[src/rtl/rtc_param_editor.sv]
// Date/time/timer field editor for the RTC front end: BCD fields with wrap-around,
// auto-repeating value buttons and a listo/ack handoff to the RTC write sequencer.
module rtc_param_editor #(
    parameter int unsigned N_FIELDS     = 9,
    parameter int unsigned REPEAT_DELAY = 50,
    parameter int unsigned REPEAT_RATE  = 10
) (
    input  logic                    clk,
    input  logic                    rst_n,
    input  logic                    en,
    input  logic                    up_num,
    input  logic                    down_num,
    input  logic                    up_par,
    input  logic                    down_par,
    input  logic                    clr,
    input  logic                    forma,
    input  logic                    ld,
    input  logic                    ack,
    output logic [8*N_FIELDS-1:0]   fields,
    output logic [N_FIELDS-1:0]     habilita,
    output logic                    listo,
    output logic                    busy
);

    localparam int unsigned CNT_MAX  = (REPEAT_DELAY > REPEAT_RATE) ? REPEAT_DELAY : REPEAT_RATE;
    localparam int unsigned CNT_W    = $clog2(CNT_MAX + 1);
    localparam int unsigned HOUR_IDX = 2;
    localparam logic [CNT_W-1:0] DELAY_C = CNT_W'(REPEAT_DELAY);
    localparam logic [CNT_W-1:0] RATE_C  = CNT_W'(REPEAT_RATE);

    typedef enum logic {EDIT, WAIT_ACK} state_e;

    // Legal BCD range of each field; only hours depends on the 12 h flag.
    function automatic logic [7:0] fmin(input int unsigned idx, input logic f12);
        case (idx)
            2:       fmin = f12 ? 8'h01 : 8'h00;
            3, 4:    fmin = 8'h01;
            default: fmin = 8'h00;
        endcase
    endfunction

    function automatic logic [7:0] fmax(input int unsigned idx, input logic f12);
        case (idx)
            2:       fmax = f12 ? 8'h12 : 8'h23;
            3:       fmax = 8'h31;
            4:       fmax = 8'h12;
            5:       fmax = 8'h99;
            8:       fmax = 8'h23;
            default: fmax = 8'h59;
        endcase
    endfunction

    // Comparisons with >= / <= keep a transiently out-of-range hour well behaved.
    function automatic logic [7:0] bcd_inc(input logic [7:0] v, input logic [7:0] mn,
                                           input logic [7:0] mx);
        if (v >= mx)
            bcd_inc = mn;
        else if (v[3:0] >= 4'd9)
            bcd_inc = {v[7:4] + 4'd1, 4'd0};
        else
            bcd_inc = v + 8'd1;
    endfunction

    function automatic logic [7:0] bcd_dec(input logic [7:0] v, input logic [7:0] mn,
                                           input logic [7:0] mx);
        if (v <= mn)
            bcd_dec = mx;
        else if (v[3:0] == 4'd0)
            bcd_dec = {v[7:4] - 4'd1, 4'd9};
        else
            bcd_dec = v - 8'd1;
    endfunction

    // 24 h -> 12 h display fold: 00 -> 12, 13..23 -> 01..11, others unchanged.
    function automatic logic [7:0] hr12(input logic [7:0] v);
        if (v == 8'h00)
            hr12 = 8'h12;
        else if (v < 8'h13)
            hr12 = v;
        else if (v[7:4] == 4'd1)
            hr12 = {4'd0, v[3:0] - 4'd2};
        else if (v[3:0] <= 4'd1)
            hr12 = {4'd0, v[3:0] + 4'd8};
        else
            hr12 = {4'd1, v[3:0] - 4'd2};
    endfunction

    state_e             state_q, state_d;
    logic [7:0]         fld_q [N_FIELDS];
    logic [7:0]         fld_d [N_FIELDS];
    logic [N_FIELDS-1:0] hab_q, hab_d;
    logic               up_num_q, down_num_q, up_par_q, down_par_q, ld_q;
    logic [CNT_W-1:0]   cnt_q, cnt_d, cnt_inc;
    logic               rep_q, rep_d;
    logic               act_q, act_d;
    logic               do_step;
    logic               up_num_e, down_num_e, sel_up, sel_dn, ld_e;

    assign up_num_e   = up_num & ~up_num_q;
    assign down_num_e = down_num & ~down_num_q;
    assign sel_up     = up_par & ~up_par_q & ~(down_par & ~down_par_q);
    assign sel_dn     = down_par & ~down_par_q & ~(up_par & ~up_par_q);
    assign ld_e       = ld & ~ld_q;
    assign cnt_inc    = cnt_q + CNT_W'(1);

    always_ff @(posedge clk or negedge rst_n) begin
        if (!rst_n) begin
            state_q    <= EDIT;
            for (int unsigned i = 0; i < N_FIELDS; i++)
                fld_q[i] <= fmin(i, 1'b0);
            hab_q      <= N_FIELDS'(1);
            up_num_q   <= 1'b0;
            down_num_q <= 1'b0;
            up_par_q   <= 1'b0;
            down_par_q <= 1'b0;
            ld_q       <= 1'b0;
            cnt_q      <= '0;
            rep_q      <= 1'b0;
            act_q      <= 1'b0;
        end else begin
            state_q    <= state_d;
            for (int unsigned i = 0; i < N_FIELDS; i++)
                fld_q[i] <= fld_d[i];
            hab_q      <= hab_d;
            up_num_q   <= up_num;
            down_num_q <= down_num;
            up_par_q   <= up_par;
            down_par_q <= down_par;
            ld_q       <= ld;
            cnt_q      <= cnt_d;
            rep_q      <= rep_d;
            act_q      <= act_d;
        end
    end

    // Next state: clr > ld > field select > value step; repeat state clears unless held.
    always_comb begin
        state_d = state_q;
        for (int unsigned i = 0; i < N_FIELDS; i++)
            fld_d[i] = fld_q[i];
        hab_d   = hab_q;
        cnt_d   = '0;
        rep_d   = 1'b0;
        act_d   = 1'b0;
        do_step = 1'b0;

        if (clr) begin
            state_d = EDIT;
            for (int unsigned i = 0; i < N_FIELDS; i++)
                fld_d[i] = fmin(i, 1'b0);
            hab_d = N_FIELDS'(1);
        end else if (state_q == WAIT_ACK) begin
            if (ack)
                state_d = EDIT;
        end else begin
            if (en && ld_e) begin
                state_d = WAIT_ACK;
            end else if (en && (sel_up || sel_dn)) begin
                for (int unsigned i = 0; i < N_FIELDS; i++)
                    hab_d[i] = sel_up ? hab_q[(i + N_FIELDS - 1) % N_FIELDS]
                                      : hab_q[(i + 1) % N_FIELDS];
            end else if (en && (up_num ^ down_num)) begin
                if ((up_num && up_num_e) || (down_num && down_num_e)) begin
                    do_step = 1'b1;
                    act_d   = 1'b1;
                end else if (act_q) begin
                    act_d = 1'b1;
                    if (cnt_inc == (rep_q ? RATE_C : DELAY_C)) begin
                        do_step = 1'b1;
                        rep_d   = 1'b1;
                    end else begin
                        cnt_d = cnt_inc;
                        rep_d = rep_q;
                    end
                end
            end

            for (int unsigned i = 0; i < N_FIELDS; i++) begin
                if (do_step && hab_q[i]) begin
                    if (up_num)
                        fld_d[i] = bcd_inc(fld_q[i], fmin(i, forma), fmax(i, forma));
                    else
                        fld_d[i] = bcd_dec(fld_q[i], fmin(i, forma), fmax(i, forma));
                end
                if (i == HOUR_IDX && forma && state_d == EDIT)
                    fld_d[i] = hr12(fld_d[i]);
            end
        end
    end

    always_comb begin
        fields = '0;
        for (int unsigned i = 0; i < N_FIELDS; i++)
            fields[8*i +: 8] = fld_q[i];
    end

    assign habilita = hab_q;
    assign listo    = (state_q == WAIT_ACK);
    assign busy     = (state_q == WAIT_ACK);

endmodule

[config.mk]
export PLATFORM = sky130hd
export DESIGN_NAME = rtc_param_editor
export DESIGN_NICKNAME = d
export VERILOG_FILES = /design/src/rtl/rtc_param_editor.sv
export SDC_FILE = /design/constraint.sdc
export NUM_CORES = 1
export LEC_CHECK = 0
export ABC_AREA = 1
export BUFFER_PORTS_ARGS = -buffer_cell sky130_fd_sc_hd__buf_2
export CAP_MARGIN = 20
export CORE_ASPECT_RATIO = 1.4
export CORE_MARGIN = 5
export CORE_UTILIZATION = 40
export DETAILED_ROUTE_END_ITERATION = 16
export GPL_ROUTABILITY_DRIVEN = 0
export SYNTH_ARGS = -nofsm -noshare
export SYNTH_HDL_FRONTEND = slang
export SYNTH_SLANG_ARGS = --single-unit
[constraint.sdc]
create_clock -name clk -period 2.3 [get_ports clk]
set_input_delay 0.46 -clock clk [delete_from_list [all_inputs] [get_ports clk]]
set_output_delay 0.46 -clock clk [all_outputs]
set_load 0.02 [all_outputs]
==> qor.csv, run 1 <==
stage;metric;value;unit
global_routing;initial antenna violation count;0;
synthesis;Seq/Total Area, Yosys;0.290;
cells_and_area;Reg area;2390;µm²
clock_tree;Root Buffer;clkbuf_16;
power;Leakage Power;5.00;nW
synthesis;cell count after synthesis;1197;
hold_path;Worst Hold Class;input port to asynchronous set/reset pin;
floorplan;Die Wd;131;µm
floorplan;Core Area;20400;µm²
clock_tree;H-tree depth;3;
timing;Slew headroom;0.645;
critical_path;delay-heaviest family, CP;simple AND/OR/NAND/NOR gates;
clock_tree;clock-pin slew on the worst setup and hold paths;0.08;ns
cells_and_area;Finished Layout Cells;1643;
synthesis;EDFF count, synth;0;
critical_path;sum of buffers and inverters on the critical path;3;
critical_path;CP Data Arrival Time;2.60;ns
synthesis;syn_area_per_cell;6.86;µm²
detailed_routing;Pre-Repair DR Iteration Count;5;
critical_path;CP max stage cell;dfrtp_1;
status;status;finished, violations left;
synthesis;Synth area leaders;dfrtp_1 28%, nand2_1 11%, ha_1 9.4%;
critical_path;CP required;2.56;ns
status;failing checks;negative setup slack;
synthesis;syn_nets;1270;
detailed_routing;routed len/inst;15.4;µm
detailed_routing;total wire length;25300;µm
detailed_routing;initial DRC count;526;
detailed_routing;top sig layer;met4;
synthesis;Yosys top cell by area;dfrtp_1;
timing;period utilization;1.02;
placement;DP Worst Slack;-0.331;ns
detailed_routing;Via-to-Cell Ratio;5.39;
placement;dpl hpwl;19000;µm
critical_path;critical path type;flop to flop;
clock_tree;total CTS buffers;9;
timing;fin. max-slew vios;0;
power;Max rail drop VDD;342;µV
global_routing;GRT Util Overall;0.215;
clock_tree;clock buffer depth;2;
timing;post-route setup slack;-0.0430;ns
timing;f_max;427;MHz
critical_path;crit end category;flop;
global_routing;Overflow after GRT;0;
cells_and_area;layout net count;1455;
synthesis;synthesized flop and latch total;95;
cells_and_area;Fill cells;2078;
timing;Worst Tran Pin Value;0.532;ns
timing;Period minus WS final;2.34;ns
clock_tree;CTS sink count;95;
detailed_routing;WL met3;1020;µm
cells_and_area;multi-input logic area;5230;µm²
timing;Fin Setup TNS;-0.101;ns
critical_path;worst path cell trace;inv_1 -> nand2_2 -> ha_4 -> nor2_4 -> nor3_4 -> o211ai_2 -> inv_2 -> buf_6 -> nand4_1 -> nand2_2 -> nand2_1 -> nand2_1 -> nand2_2 -> nand2_2 -> nand2_1 -> nand2_1 -> nand2_1 -> nand3_1 -> nand2_1;
timing;Final Hold Fails;0;
cells_and_area;n_diodes;0;
floorplan;Site Rows;62;
detailed_routing;Remaining DRCs;0;
critical_path;Critical Path Source Type;flop;
global_routing;vias in the first global route;8568;
detailed_routing;routed via count;8857;
synthesis;Synth Cell Area;8210;µm²
cells_and_area;Area Growth Syn to Fin;24.7;%
floorplan;Die Area;23500;µm²
cells_and_area;layout cell share with drive strength beyond 1;0.223;
synthesis;Unique masters post-synth;55;
placement;placed insts;1620;
critical_path;Max stage delay on crit path;0.37;ns
floorplan;I/O pins;94;
timing;Setup Viol. Count Final;6;
critical_path;most frequent cell on the critical path;nand2_1;
global_routing;pin count of the biggest net entering global routing;36;
clock_tree;Skew-Pair Late Insertion Delay;0.37;ns
critical_path;CP max FO;4;
global_routing;first-pass GRT wire length;41700;µm
floorplan;Initial Util;0.402;
floorplan;die height;180;µm
synthesis;FFs w/ async S/R, synth;1.00;
detailed_routing;Post-Route M1 WL;10700;µm
timing;RSZ-0062 raised after global routing;yes;
power;Power Density;733;nW/µm²
detailed_routing;Routed Antenna Nets;0;
synthesis;Ys Warns;0;
placement;port bufs;93;
synthesis;dominant synthesized flop cell;dfrtp_1;
flow_run;maxcap violations;0;
synthesis;share of the synthesized area in the top cell type;0.280;
clock_tree;CTS tree;yes;
detailed_routing;met2 wire length;12800;µm
timing;clk_skew;0.0167;ns
[worst paths after layout]
| kind | from | endpoint | slack, ns | cells after the start |
|---|---|---|---|---|
| max in group asynchronous | rst_n | fields[2]$_DFFE_PN0P_ | 1.60 | 2 |
| worst max-delay path | down_par_q$_DFF_PN0_ | fields[19]$_DFFE_PN0P_ | -0.04 | 19 |
| min in group clk | ld | ld_q$_DFF_PN0_ | 0.20 | 1 |
| worst max register to register | down_par_q$_DFF_PN0_ | fields[19]$_DFFE_PN0P_ | -0.04 | 19 |
| worst min-delay path | rst_n | fields[36]$_DFFE_PN0P_ | 0.05 | 1 |
| worst min register to register | habilita[0]$_DFFE_PN1P_ | habilita[0]$_DFFE_PN1P_ | 0.58 | 2 |
[kinds of logic (layout without fill, tap and decap cells)]
| group | after synthesis | after routing | share of synthesized area |
|---|---|---|---|
| compound gates | 292 | 292 | 0.209 |
| xor+xnor | 32 | 32 | 0.0341 |
| fa+ha+maj | 62 | 62 | 0.0945 |
| buf+inv | 202 | 391 | 0.0960 |
| flops | 95 | 95 | 0.290 |
| simple gates | 514 | 515 | 0.276 |
[synth_stat cells, types with 8 or more instances]
master and n:
nand2_1 231, inv_1 161, o21ai_0 126, nor2_1 125, dfrtp_1 92, nand3_1 78
ha_1 62, a21oi_1 56, nand4_1 30, a31oi_1 28, xor2_1 25, clkbuf_1 19
o22ai_1 19, nor3_1 17, o31ai_1 11, o2111ai_1 9, nand2_2 8
[placed cells by master, fill, tap and decap left out, types with 14 or more instances in the layout]
| cell type | Yosys | routed |
|---|---|---|
| nand4_1 | 30 | 30 |
| inv_1 | 161 | 156 |
| nand3_1 | 78 | 74 |
| a31oi_1 | 28 | 27 |
| nor2_1 | 125 | 115 |
| nor2_2 | 7 | 14 |
| a21oi_1 | 56 | 56 |
| nor3_1 | 17 | 17 |
| xor2_1 | 25 | 25 |
| buf_2 | 7 | 92 |
| o21ai_0 | 126 | 121 |
| ha_1 | 62 | 58 |
| nand2_2 | 8 | 18 |
| o22ai_1 | 19 | 19 |
| nand2_1 | 231 | 220 |
| dfrtp_1 | 92 | 87 |
| buf_4 | 3 | 105 |
[per-stage QoR]
| stage | total power [W] | instance area [µm²] | hold WS, ns | utilization |
|---|---|---|---|---|
| 6_report | 0.00750 | 10200 | 0.0532 | 0.502 |
| 5_1_grt | 0.00810 | 10200 | 0.0926 | 0.502 |
| 4_1_cts | 0.00746 | 10100 | 0.0705 | 0.494 |
| 3_5_place_dp | 0.00593 | 9710 | 0.464 | 0.476 |
| 3_3_place_gp | 0.00591 | 9710 | 0.462 | 0.476 |
| 2_1_floorplan | 0.00474 | 8230 | 0.164 | - |
[layout make-up]
cell class | count | share of cell area
clock buffer | 9 | 0.0220
clock inverter | 7 | 0.00550
inverter | 170 | 0.0628
multi-input combinational | 901 | 0.511
sequential | 95 | 0.233
tap | 256 | 0.0313
timing repair buffer | 205 | 0.134
[sequential cells by signal, summed over array words and instances, names as in the netlist]
name and flops:
ld_q 1, busy 1, rep_q 1, down_par_q 1, cnt_q 6, fields 72, down_num_q 1, up_par_q 1
act_q 1, up_num_q 1, habilita 9
[metal layers]
metal	vias up	GRT usage
li1	4425	-
met1	4142	0.265
met2	238	0.373
met3	52	0.0276
met4	0	0.0815
met5	-	0
[power by group]
part | switching [W] | internal, W
Clock | 0.000751 | 0.000744
Combinational | 0.00237 | 0.00136
Sequential | 0.000362 | 0.00192
[repair_timing]
action                                  CTS  global route
hold buffers                              0             0
resized for setup                        12            40
buffers inserted                          3             3
pin swaps                                 7            15
endpoints found under the setup margin   30            66
cloned                                    1             0
Note: power is estimated with default switching activity, not from simulation.
==> run 2, diff against run 1 <==
Settings changed: ABC_AREA 1 to unset.
==> run 2 against run 1 <==
Compared with the run above:
- the run still ends with negative setup slack left
- highest routed layer unchanged
- via count is 2.1% higher
- cell area is 15% higher
- wire length is 10% higher
- sequential power is 7% lower
- critical endpoint is now fields[17]$_DFFE_PN0P_
- critical path type unchanged
- first-iteration DRC count is 15% lower
- synthesized cell count is 11% lower
- worst setup slack worse by 0.46 ns
- sequential cell count stayed put
==> qor.csv, run 2 <==
stage;metric;value;unit;change
clock_tree;H-tree depth;3;;unchanged
critical_path;CP Data Arrival Time;3.06;ns;+0.46 ns
clock_tree;Skew-Pair Late Insertion Delay;0.37;ns;about the same
synthesis;share of the synthesized area in the top cell type;0.275;;-0.00512
global_routing;Overflow after GRT;0;;unchanged
timing;Hold WS;0.0314;ns;-0.0218 ns
clock_tree;Root Buffer;clkbuf_16;;
placement;dpl hpwl;20200;µm;+6.2%
placement;DP Worst Slack;-0.534;ns;-0.203 ns
cells_and_area;layout net count;1380;;-5.2%
critical_path;R2R depth;10;;-9
cells_and_area;layout cell share with drive strength beyond 1;0.352;;+0.129
synthesis;syn_nets;1134;;-11%
timing;Period minus WS final;2.80;ns;+0.458 ns
critical_path;worst reg2reg endpoint;fields[17]$_DFFE_PN0P_;;
global_routing;GRT Util Overall;0.227;;+0.0123
critical_path;Critical Path Source Type;flop;;
critical_path;CP max FO;4;;unchanged
detailed_routing;Remaining DRCs;0;;unchanged
global_routing;pin count of the biggest net entering global routing;31;;-14%
timing;period utilization;1.22;;+0.199
clock_tree;clock-pin slew on the worst setup and hold paths;0.08;ns;about the same
global_routing;vias in the first global route;9108;;+6.3%
critical_path;CP required;2.56;ns;about the same
cells_and_area;commonest non-fill, non-tap cell in the layout;buf_4;;
synthesis;dominant synthesized flop cell;dfrtp_1;;
timing;post-route setup slack;-0.501;ns;-0.458 ns
clock_tree;CTS sink count;95;;unchanged
critical_path;CP max stage cell;a2111o_1;;
critical_path;Reg2Reg Setup Slack;-0.50;ns;-0.46 ns
clock_tree;total CTS buffers;9;;unchanged
synthesis;most frequent cells after synthesis;117 x nor2_1, 109 x o21ai_0, 104 x nand2_1, 92 x dfrtp_1, 73 x a21oi_1;;
synthesis;Yosys top cell by area;dfrtp_1;;
synthesis;cell count after synthesis;1061;;-11%
critical_path;reg2reg start;cnt_q[0]$_DFF_PN0_;;
critical_path;Max stage delay on crit path;0.40;ns;+0.03 ns
floorplan;I/O pins;94;;unchanged
detailed_routing;Routed Antenna Nets;0;;unchanged
clock_tree;clock buffer depth;2;;unchanged
synthesis;syn_area_per_cell;7.88;µm²;+15%
synthesis;FFs w/ async S/R, synth;1.00;;unchanged
floorplan;Initial Util;0.407;;+0.00439
floorplan;Die Wd;132;µm;+0.85%
timing;clk_skew;0.0145;ns;-0.00223 ns
synthesis;Ys Warns;0;;unchanged
critical_path;worst path cell trace;nand2_1 -> or3_4 -> a2111o_1 -> a21o_4 -> a21oi_4 -> buf_12 -> mux2i_4 -> o211ai_1 -> or3_1 -> o311ai_1;;
timing;f_max;357;MHz;-16%
timing;fin. max-slew vios;0;;unchanged
critical_path;delay-heaviest family, CP;compound AO/OA/AOI/OAI gates;;
clock_tree;CTS tree;yes;;
floorplan;Core Area;20600;µm²;+0.76%
detailed_routing;initial DRC count;447;;-15%
critical_path;sum of buffers and inverters on the critical path;1;;-2
power;Power Density;563;nW/µm²;-23%
synthesis;Synth Cell Area;8360;µm²;+1.9%
detailed_routing;total wire length;27900;µm;+10%
timing;Final Hold Fails;0;;unchanged
hold_path;Worst Hold Class;input port to asynchronous set/reset pin;;
flow_run;maxcap violations;0;;unchanged
floorplan;die height;181;µm;+0.87%
synthesis;synthesized flop and latch total;95;;unchanged
floorplan;Die Area;23900;µm²;+1.7%
cells_and_area;Area Growth Syn to Fin;40.3;%;
detailed_routing;routed via count;9040;;+2.1%
critical_path;critical path type;flop to flop;;
timing;Slew headroom;0.565;;-0.0803
synthesis;EDFF count, synth;0;;unchanged
timing;RSZ-0062 raised after global routing;yes;;
global_routing;initial antenna violation count;0;;unchanged
power;Leakage Power;5.25;nW;+5.0%
cells_and_area;max FFs per register;72;;unchanged
cells_and_area;n_diodes;0;;unchanged
detailed_routing;routed len/inst;17.8;µm;+16%
power;Max rail drop VDD;370;µV;+8.1%
synthesis;top-count cell post-synth;nor2_1;;
synthesis;Seq/Total Area, Yosys;0.285;;-0.00529
synthesis;Unique masters post-synth;86;;+56%
detailed_routing;Via-to-Cell Ratio;5.77;;+6.9%
clock_tree;hold buffer count at cts;0;;unchanged
detailed_routing;Pre-Repair DR Iteration Count;5;;unchanged
floorplan;Site Rows;62;;unchanged
status;failing checks;negative setup slack;;
synthesis;Synth area leaders;dfrtp_1 28%, ha_1 9.3%, o21ai_0 6.5%;;
placement;port bufs;93;;unchanged
timing;Setup Viol. Count Final;72;;+66
cells_and_area;Finished Core Util;0.571;;+0.0689
critical_path;crit end category;flop;;
status;status;finished, violations left;;
timing;Worst Tran Pin Value;0.653;ns;+0.121 ns
global_routing;first-pass GRT wire length;45400;µm;+8.8%
cells_and_area;most frequent cells in the layout;157 x buf_4, 108 x nor2_1, 92 x nand2_1, 92 x buf_2, 86 x dfrtp_1;;
## run 2: what timing repair did
action | in CTS | in global routing
pin swaps | 39 | 23
cloned | 4 | 1
hold endpoints to repair | 0 | 0
endpoints found under the setup margin | 72 | 72
gates resized for setup | 91 | 46
setup buffers | 20 | 13
## run 2: metal layers
layer | part of all wire | track usage | vias to the layer above
li1 | - | - | 4404
met1 | 0.41 | 0.264 | 4365
met2 | 0.52 | 0.418 | 205
met3 | 0.036 | 0.0273 | 66
met4 | 0.033 | 0.0941 | 0
met5 | 0 | 0 | -
## run 2: kinds of logic (layout without fill, tap and decap cells)
group | count (synthesis) | count (layout) | share of synthesized area
AOI/OAI and AO/OA | 367 | 369 | 0.294
and+or+nand+nor | 377 | 378 | 0.216
xor gates and xnor gates | 19 | 19 | 0.0199
adders and majority gates | 62 | 62 | 0.0928
DFF | 95 | 95 | 0.285
buffers and inverters | 114 | 362 | 0.0595
muxes | 27 | 27 | 0.0334
## run 2: worst max-delay path by stage
stage / startpoint / endpoint / slack, ns / cells past startpoint
after global routing: cnt_q[0]$_DFF_PN0_ / fields[17]$_DFFE_PN0P_ / -0.65 / 10
after global placement: cnt_q[0]$_DFF_PN0_ / fields[17]$_DFFE_PN0P_ / -0.50 / 9
after detailed placement: forma / fields[18]$_DFFE_PN0P_ / -0.53 / 12
after CTS: cnt_q[0]$_DFF_PN0_ / fields[17]$_DFFE_PN0P_ / -0.50 / 9
after floorplan: cnt_q[0]$_DFF_PN0_ / fields[17]$_DFFE_PN0P_ / -0.34 / 9
final: cnt_q[0]$_DFF_PN0_ / fields[17]$_DFFE_PN0P_ / -0.50 / 10
## run 2: cell type report
class | instances | area (µm²)
timing repair buffer | 288 | 2210
multi-input combinational | 855 | 6300
inverter | 58 | 220
fill | 1884 | 8820
sequential | 95 | 2390
tap | 256 | 320
clock buffer | 9 | 225
clock inverter | 7 | 71.3
## run 2: power breakdown
group	internal, W	switching [W]
logic	0.00125	0.00166
registers	0.00182	0.000317
clock network	0.000768	0.000794
## run 2: stage by stage
step	cell area, µm²	std cells	TNS [ns]	total power (W)
3_3_place_gp	10500	1515	-17.86	0.00481
4_1_cts	11400	1555	-21.51	0.00654
2_1_floorplan	8780	1061	-13.67	0.00387
6_report	11700	1568	-21.54	0.00660
5_1_grt	11700	1568	-30.71	0.00703
3_5_place_dp	10500	1515	-19.09	0.00483
